--- config.mk ---
export PLATFORM = sky130hd
export DESIGN_NAME = pc_sequencer
export DESIGN_NICKNAME = d
export VERILOG_FILES = /design/src/rtl/pc_sequencer.sv
export SDC_FILE = /design/constraint.sdc
export NUM_CORES = 1
export LEC_CHECK = 0
export CAP_MARGIN = 20
export CORE_MARGIN = 8
export CORE_UTILIZATION = 53
export CTS_CLUSTER_DIAMETER = 100
export CTS_CLUSTER_SIZE = 8
export DETAILED_ROUTE_END_ITERATION = 8
export DONT_BUFFER_PORTS = 1
export PLACE_DENSITY = 0.66
export RECOVER_POWER = 100
export SYNTH_ARGS = -nofsm -noshare
export SYNTH_HDL_FRONTEND = slang
export SYNTH_SLANG_ARGS = --single-unit
--- constraint.sdc ---
create_clock -name clk_main -period 2.6 [get_ports clk_main]
set_input_delay 0.52 -clock clk_main [delete_from_list [all_inputs] [get_ports clk_main]]
set_output_delay 0.52 -clock clk_main [all_outputs]
set_load 0.005 [all_outputs]
--- src/rtl/pc_sequencer.sv ---
// pc_sequencer: fetch/decode/update sequencer driving the PC select code once per instruction; SEQ_SINGLE_STEP_EN adds step/PAUSE
module pc_sequencer #(
  parameter int IW  = 16,
  parameter int OPW = 4
) (
  input  logic           clk_main,
  input  logic           reset,
  input  logic           run,
`ifdef SEQ_SINGLE_STEP_EN
  input  logic           step,
`endif
  input  logic [IW-1:0]  instr,
  input  logic           instr_valid,
  input  logic           exec_done,
  input  logic           zero_flag,
  input  logic           neg_flag,
  input  logic [OPW-1:0] reg_a_val,
  output logic           fetch_req,
  output logic [IW-1:0]  ir,
  output logic           ir_valid,
  output logic [1:0]     PS,
  output logic [OPW-1:0] offset,
  output logic [OPW-1:0] A,
  output logic           halted
);
  typedef enum logic [2:0] {
    S_IDLE, S_FETCH, S_DECODE, S_EXEC, S_UPDATE, S_HALT
`ifdef SEQ_SINGLE_STEP_EN
    , S_PAUSE
`endif
  } state_t;
  state_t         r_state, w_next;
  logic [3:0]     w_op;
  logic           w_taken;
  logic [1:0]     w_ps;
  logic [OPW-1:0] w_off, w_a;
  logic           r_fetch_req, r_ir_valid, r_halted;
  logic [IW-1:0]  r_ir;
  logic [1:0]     r_ps;
  logic [OPW-1:0] r_offset, r_a;
  assign w_op      = r_ir[IW-1:IW-4];
  assign fetch_req = r_fetch_req;
  assign ir        = r_ir;
  assign ir_valid  = r_ir_valid;
  assign PS        = r_ps;
  assign offset    = r_offset;
  assign A         = r_a;
  assign halted    = r_halted;
  // next state, plus the PC operands for the coming UPDATE cycle taken from the opcode and live flags in DECODE
  always_comb begin
    w_next  = r_state;
    w_taken = (w_op == 4'hC && zero_flag) || (w_op == 4'hD && neg_flag);
    case (r_state)
      S_IDLE:   w_next = run ? S_FETCH : S_IDLE;
      S_FETCH:  w_next = instr_valid ? S_DECODE : S_FETCH;
      S_DECODE: w_next = (w_op == 4'hF) ? S_HALT : (w_op >= 4'hC) ? S_UPDATE : S_EXEC;
      S_EXEC:   w_next = exec_done ? S_UPDATE : S_EXEC;
`ifdef SEQ_SINGLE_STEP_EN
      S_UPDATE: w_next = S_PAUSE;
      S_PAUSE:  w_next = !run ? S_IDLE : step ? S_FETCH : S_PAUSE;
`else
      S_UPDATE: w_next = run ? S_FETCH : S_IDLE;
`endif
      default:  w_next = r_state;
    endcase
    w_ps  = (w_next != S_UPDATE) ? 2'b00 : (r_state != S_DECODE) ? 2'b01 :
            (w_op == 4'hE) ? 2'b11 : w_taken ? 2'b10 : 2'b01;
    w_off = (w_ps == 2'b10) ? r_ir[OPW-1:0] : '0;
    w_a   = (w_ps == 2'b11) ? reg_a_val : '0;
  end
  // state and registered outputs, each output reflecting the state being entered
  always_ff @(posedge clk_main) begin
    if (reset) begin
      r_state     <= S_IDLE;
      r_fetch_req <= 1'b0;
      r_ir        <= '0;
      r_ir_valid  <= 1'b0;
      r_ps        <= 2'b00;
      r_offset    <= '0;
      r_a         <= '0;
      r_halted    <= 1'b0;
    end else begin
      r_state     <= w_next;
      r_fetch_req <= (w_next == S_FETCH);
      r_ir        <= (r_state == S_FETCH && instr_valid) ? instr : r_ir;
      r_ir_valid  <= (w_next == S_DECODE);
      r_ps        <= w_ps;
      r_offset    <= w_off;
      r_a         <= w_a;
      r_halted    <= (w_next == S_HALT);
    end
  end
endmodule

### Word level (Yosys, flattened, before mapping)

Cells that the tools add are included.

* bits in registers: 32
* input port bits: 27
* output and inout bits: 29
* word-level logic and storage cells: 44

* bitwise operators: 2
* equality and inequality tests: 15
* reduce and logical (&&, ||, !) cells: 8
* magnitude comparators: 1
* mux-type cells: 10

Operator list (count)
* $eq A4 B4 Y1 const B: 4
* $pmux W3 S4: 1
* $mux W2: 5
* $eq A3 B2 Y1 const B: 3
* $mux W3: 3
* $eq A3 B1 Y1 const B: 2
* $eq A3 B3 Y1 const B: 2
* $reduce_or A2 Y1: 3
* $eq A2 B2 Y1 const B: 2
* $ge A4 B4 Y1 const B: 1
* $logic_and A1 B1 Y1: 3
* $logic_not A3 Y1: 1
* $ne A3 B2 Y1 const B: 1
* $ne A3 B3 Y1 const B: 1
* $not A1 Y1: 2
* $logic_or A1 B1 Y1: 1
* $mux W1: 1

### Logic depth before layout (Yosys ltp)

* depth after elaboration: 10
* depth in mapped cells: 7
* depth with buffers taken out: 4

### Worst setup path before layout

No wires, ideal clock.

* kind: input to register
* start point: in reset
* end point: reg r_a[0] (netlist: A[0])
* slack: 1149 ps
* stages: 3
* library setup time: 59 ps
* arrival: 1392 ps
* buffers on the path: 0
* required time: 2541 ps
* path through: or4_4 nor3b_2 and2_1

* cells in the longest elaborated chain, start to end: 1

Ends and longest elaborated chain
* from (decl): RTL line 7 `input logic reset,`
* $reduce_or A2 Y1 (no source line)
* to (signal assigned): RTL line 89 `r_a <= w_a;`
* to (decl): RTL line 40 `logic [OPW-1:0] r_offset, r_a;`

Every way passes these cells.
A chain may end at the register's enable or synchronous reset.

### Worst setup path in the final report

* start point: reg r_state[1]
* end point: reg r_offset[3] (netlist: offset[3])

* cells in the longest elaborated chain, start to end: 8
* elaborated cells between the ends (all ways): 14
* those cells by class: eq/ne (7); mux (3); bitwise (1); reduce/logical (3)

Ends and longest elaborated chain
* from (decl): RTL line 32 `state_t r_state, w_next;`
* from (signal assigned): RTL line 83 `r_state <= w_next;`
* $eq A3 B3 Y1 / $logic_not A3 Y1 (equally long branches): RTL line 53 `case (r_state)`
* $reduce_or A2 Y1 (no source line)
* $pmux W3 S4: RTL line 53
* $ne A3 B3 Y1: RTL line 66 `w_ps = (w_next != S_UPDATE) ? 2'b00 : (r_state != S_DECODE) ? 2'b01 :`
* $mux W2 (*): RTL line 66
* $eq A2 B2 Y1 (*): RTL line 68 `w_off = (w_ps == 2'b10) ? r_ir[OPW-1:0] : '0;`
* $not A1 Y1 (no source line) (*)
* $reduce_or A2 Y1 (no source line) (*)
* to (signal assigned): RTL line 88 `r_offset <= w_off;`
* to (decl): RTL line 40

Every way passes the cells marked *; elsewhere a longest branch is shown, timed or not.

==> results by group <==
Pwr
  – Switching Share: 23.3%
  – Internal power: 0.737 mW
  – NetSw: 0.224 mW
  – Part of the power in combinational logic: 6.9%
  – Leak: 0.452 nW
  – Total power per unit cell area: 755 mW/mm2
  – Clk pwr share: 37.7%
  – Share of power burned in registers: 55.5%
  – Max VDD drop: 0.491 mV

Setup path
  – Startpoint types: register
  – Worst Path Required: 2.87 ns
  – Sequence of cells on the critical path: nand2b_4 -> or4_1 -> nor3_1 -> and2_1
  – CP Capture Type: register
  – Critical path startpoint: r_state[1]
  – Crit path max-delay family: simple AND/OR/NAND/NOR gates
  – Worst path max stage delay: 0.53 ns
  – Buffers plus inverters on the worst setup path: 0
  – Critical Path AT: 2.11 ns
  – Critical path type: reg -> reg
  – Slowest cell on crit path: dfxtp_1
  – Max FO, Critical Path: 9
  – R2r startpoint: r_state[1]

Floorplan
  – Die ar.: 0.00407 mm2
  – Die H: 63.8 um
  – Initial Util: 55.3%
  – Row count: 17
  – I/O pins: 56
  – Core box area: 0.00219 mm2
  – Die width: 63.8 um

GRT
  – Vias in the first global route: 926
  – Met2 Usage GRT: 22.1%
  – Met3 Use GR: 6.45%
  – Largest net degree at the start of global routing: 23
  – First-pass GRT wire length: 4340 um
  – Initial antenna violation count: 0
  – Global route overflow: 0
  – Most used routing layer: met2
  – Total global routing track utilization: 13.2%
  – Grt met1 use: 13.6%

Final layout
  – Final std cells w/o fill: 170
  – Diodes inserted: 0
  – Cell area after layout: 0.00127 mm2
  – FF/Latch Area: 641 um2
  – Multi-input gate area: 513 um2
  – Layout fillers: 212
  – Nets: 168
  – P&R area growth vs syn: 5.06%
  – Share of layout cells above drive strength 1: 6.34%

CTS
  – Post-CTS setup buffers: 0
  – Longest Clk Path Bufs: 2
  – CTS tree: yes
  – CTS buffer count: 5
  – Cts hold-fix bufs: 0
  – Clock sink count: 32
  – Root buf cell: clkbuf_4
  – H-tree levels: 2
  – Post_cts resized: 0
  – Clock latency at the later pin of the worst-skew pair: 0.32 ns
  – Clock slew at reported path FFs: 0.10 ns

Synth
  – Mapped Nets: 168
  – Area leader, netlist: dfxtp_1
  – EDFF count, synth: 0
  – Seq cells post-synth: 32
  – Post-synthesis instance area: 0.00121 mm2
  – Sequential area share after synthesis: 52.9%
  – Post-Synthesis Cells: 141
  – YS warnings: 0
  – Top-count cell post-synth: nand2_1
  – Ys async rst share: 0%
  – Share of the synthesized area in the top cell type: 52.9%
  – Top cells by area, synth: dfxtp_1 53%, nand2_1 12%, a21oi_1 8.7%, and2_1 4.1%, o21ai_0 2.5%
  – Yosys cell types: 30
  – Synth Flop Type: dfxtp_1
  – Mean Syn Cell Area: 8.59 um2
  – Synth top cells by count: 40 x nand2_1, 32 x dfxtp_1, 21 x a21oi_1, 8 x and2_1, 6 x o21ai_0

Placement
  – DP HPWL: 2040 um
  – I/O Buffers: 0
  – Dpl cells: 162
  – Dpl ws: 0.987 ns
  – Placed inst area: 0.00121 mm2
  – RD Place Congestion: 0.823

STA
  – Tmin final: 1.84 ns
  – RSZ-0062 raised after global routing: no
  – Actual slew at the worst max-slew pin: 0.606 ns
  – Fin crit share: 70.9%
  – Final hold vios: 0
  – Fmax: 0.543 GHz
  – Clk_skew: 0.00705 ns
  – Max-slew headroom: 59.5%
  – # setup viols final: 0
  – Final Max Tran Viols: 0
  – Final WS setup: 0.758 ns
  – Setup total negative slack: 0 ns

Route
  – Via Count: 931
  – Antenna-violating nets left: 0
  – WL/cell: 16.0 um
  – Post-Route WL: 2730 um
  – Vias per inst: 5.48
  – Initial DRC count: 30
  – DRC: 0
  – First-pass DRT Iterations: 4

Worst hold path
  – Min-Delay Path Class: in -> reg
  – Worst hold start: reset

Run
  – Max cap viols: 0

Outcome
  – Status: completed
==> layer usage <==
metal / up-vias / wire length, um
met1: 413 / 1080
met4: 0 / 33
li1: 471 / -
met5: - / 0
met2: 43 / 1370
met3: 4 / 247
==> layout make-up <==
class | count | area share [%]
Clock buffer | 6 | 3.24
Clock inverter | 2 | 2.75
Inverter | 2 | 0.590
Multi-Input combinational cell | 100 | 40.3
Sequential cell | 32 | 50.3
Tap cell | 28 | 2.75
==> stage by stage <==
step / hold WS (ns) / util [%] / total power, mW
after detailed placement: 0.473 / 55.3 / 0.612
after global routing: 0.237 / 58.1 / 1.00
after floorplan: 0.453 / - / 0.603
final: 0.258 / 58.1 / 0.961
after global placement: 0.467 / 55.3 / 0.608
after CTS: 0.248 / 58.8 / 0.969
==> registers in the layout (all words and copies together), names as in the netlist <==
name,cells
A,4
r_state,3
fetch_req,1
offset,4
ir_valid,1
halted,1
PS,2
ir,16
==> cells in the final DEF, fill, tap and decap left out, types with 2 or more instances in the layout <==
| master | netlist | layout |
|---|---|---|
| nand2_1 | 40 | 40 |
| dfxtp_1 | 32 | 32 |
| a21oi_1 | 21 | 21 |
| o21ai_0 | 6 | 6 |
| and2_0 | 0 | 6 |
| clkbuf_4 | 0 | 5 |
| nand2b_1 | 3 | 3 |
| inv_1 | 2 | 2 |
| nand3_1 | 2 | 2 |
| nor2_1 | 2 | 2 |
| nor3_1 | 1 | 2 |
| a211oi_1 | 2 | 2 |
| and2_1 | 8 | 2 |
==> cell families (layout without fill, tap and decap cells) <==
kind of cell	count (synthesis)	in the layout	synth area share (%)
compound gates	35	35	16.2
buf+inv	9	10	3.51
flops	32	32	52.9
mux	2	2	1.76
simple gates	63	63	25.6
==> power groups by stage <==
stage                     combinational, mW  clock [mW]  sequential [mW]
after floorplan                      0.0699           0            0.533
after global placement               0.0634           0            0.545
after detailed placement             0.0665           0            0.545
after CTS                            0.0666       0.368            0.534
after global routing                 0.0752       0.388            0.537
final                                0.0658       0.362            0.533
==> worst paths after layout <==
| kind | to | slack [ns] | depth (start not counted) |
|---|---|---|---|
| max | offset[3] | 0.76 | 4 |
| min | ir[2] | 0.26 | 1 |
| max reg2reg | offset[3] | 0.76 | 4 |
| min reg2reg | ir[8] | 0.48 | 2 |
(Power assumes the default switching activity.)
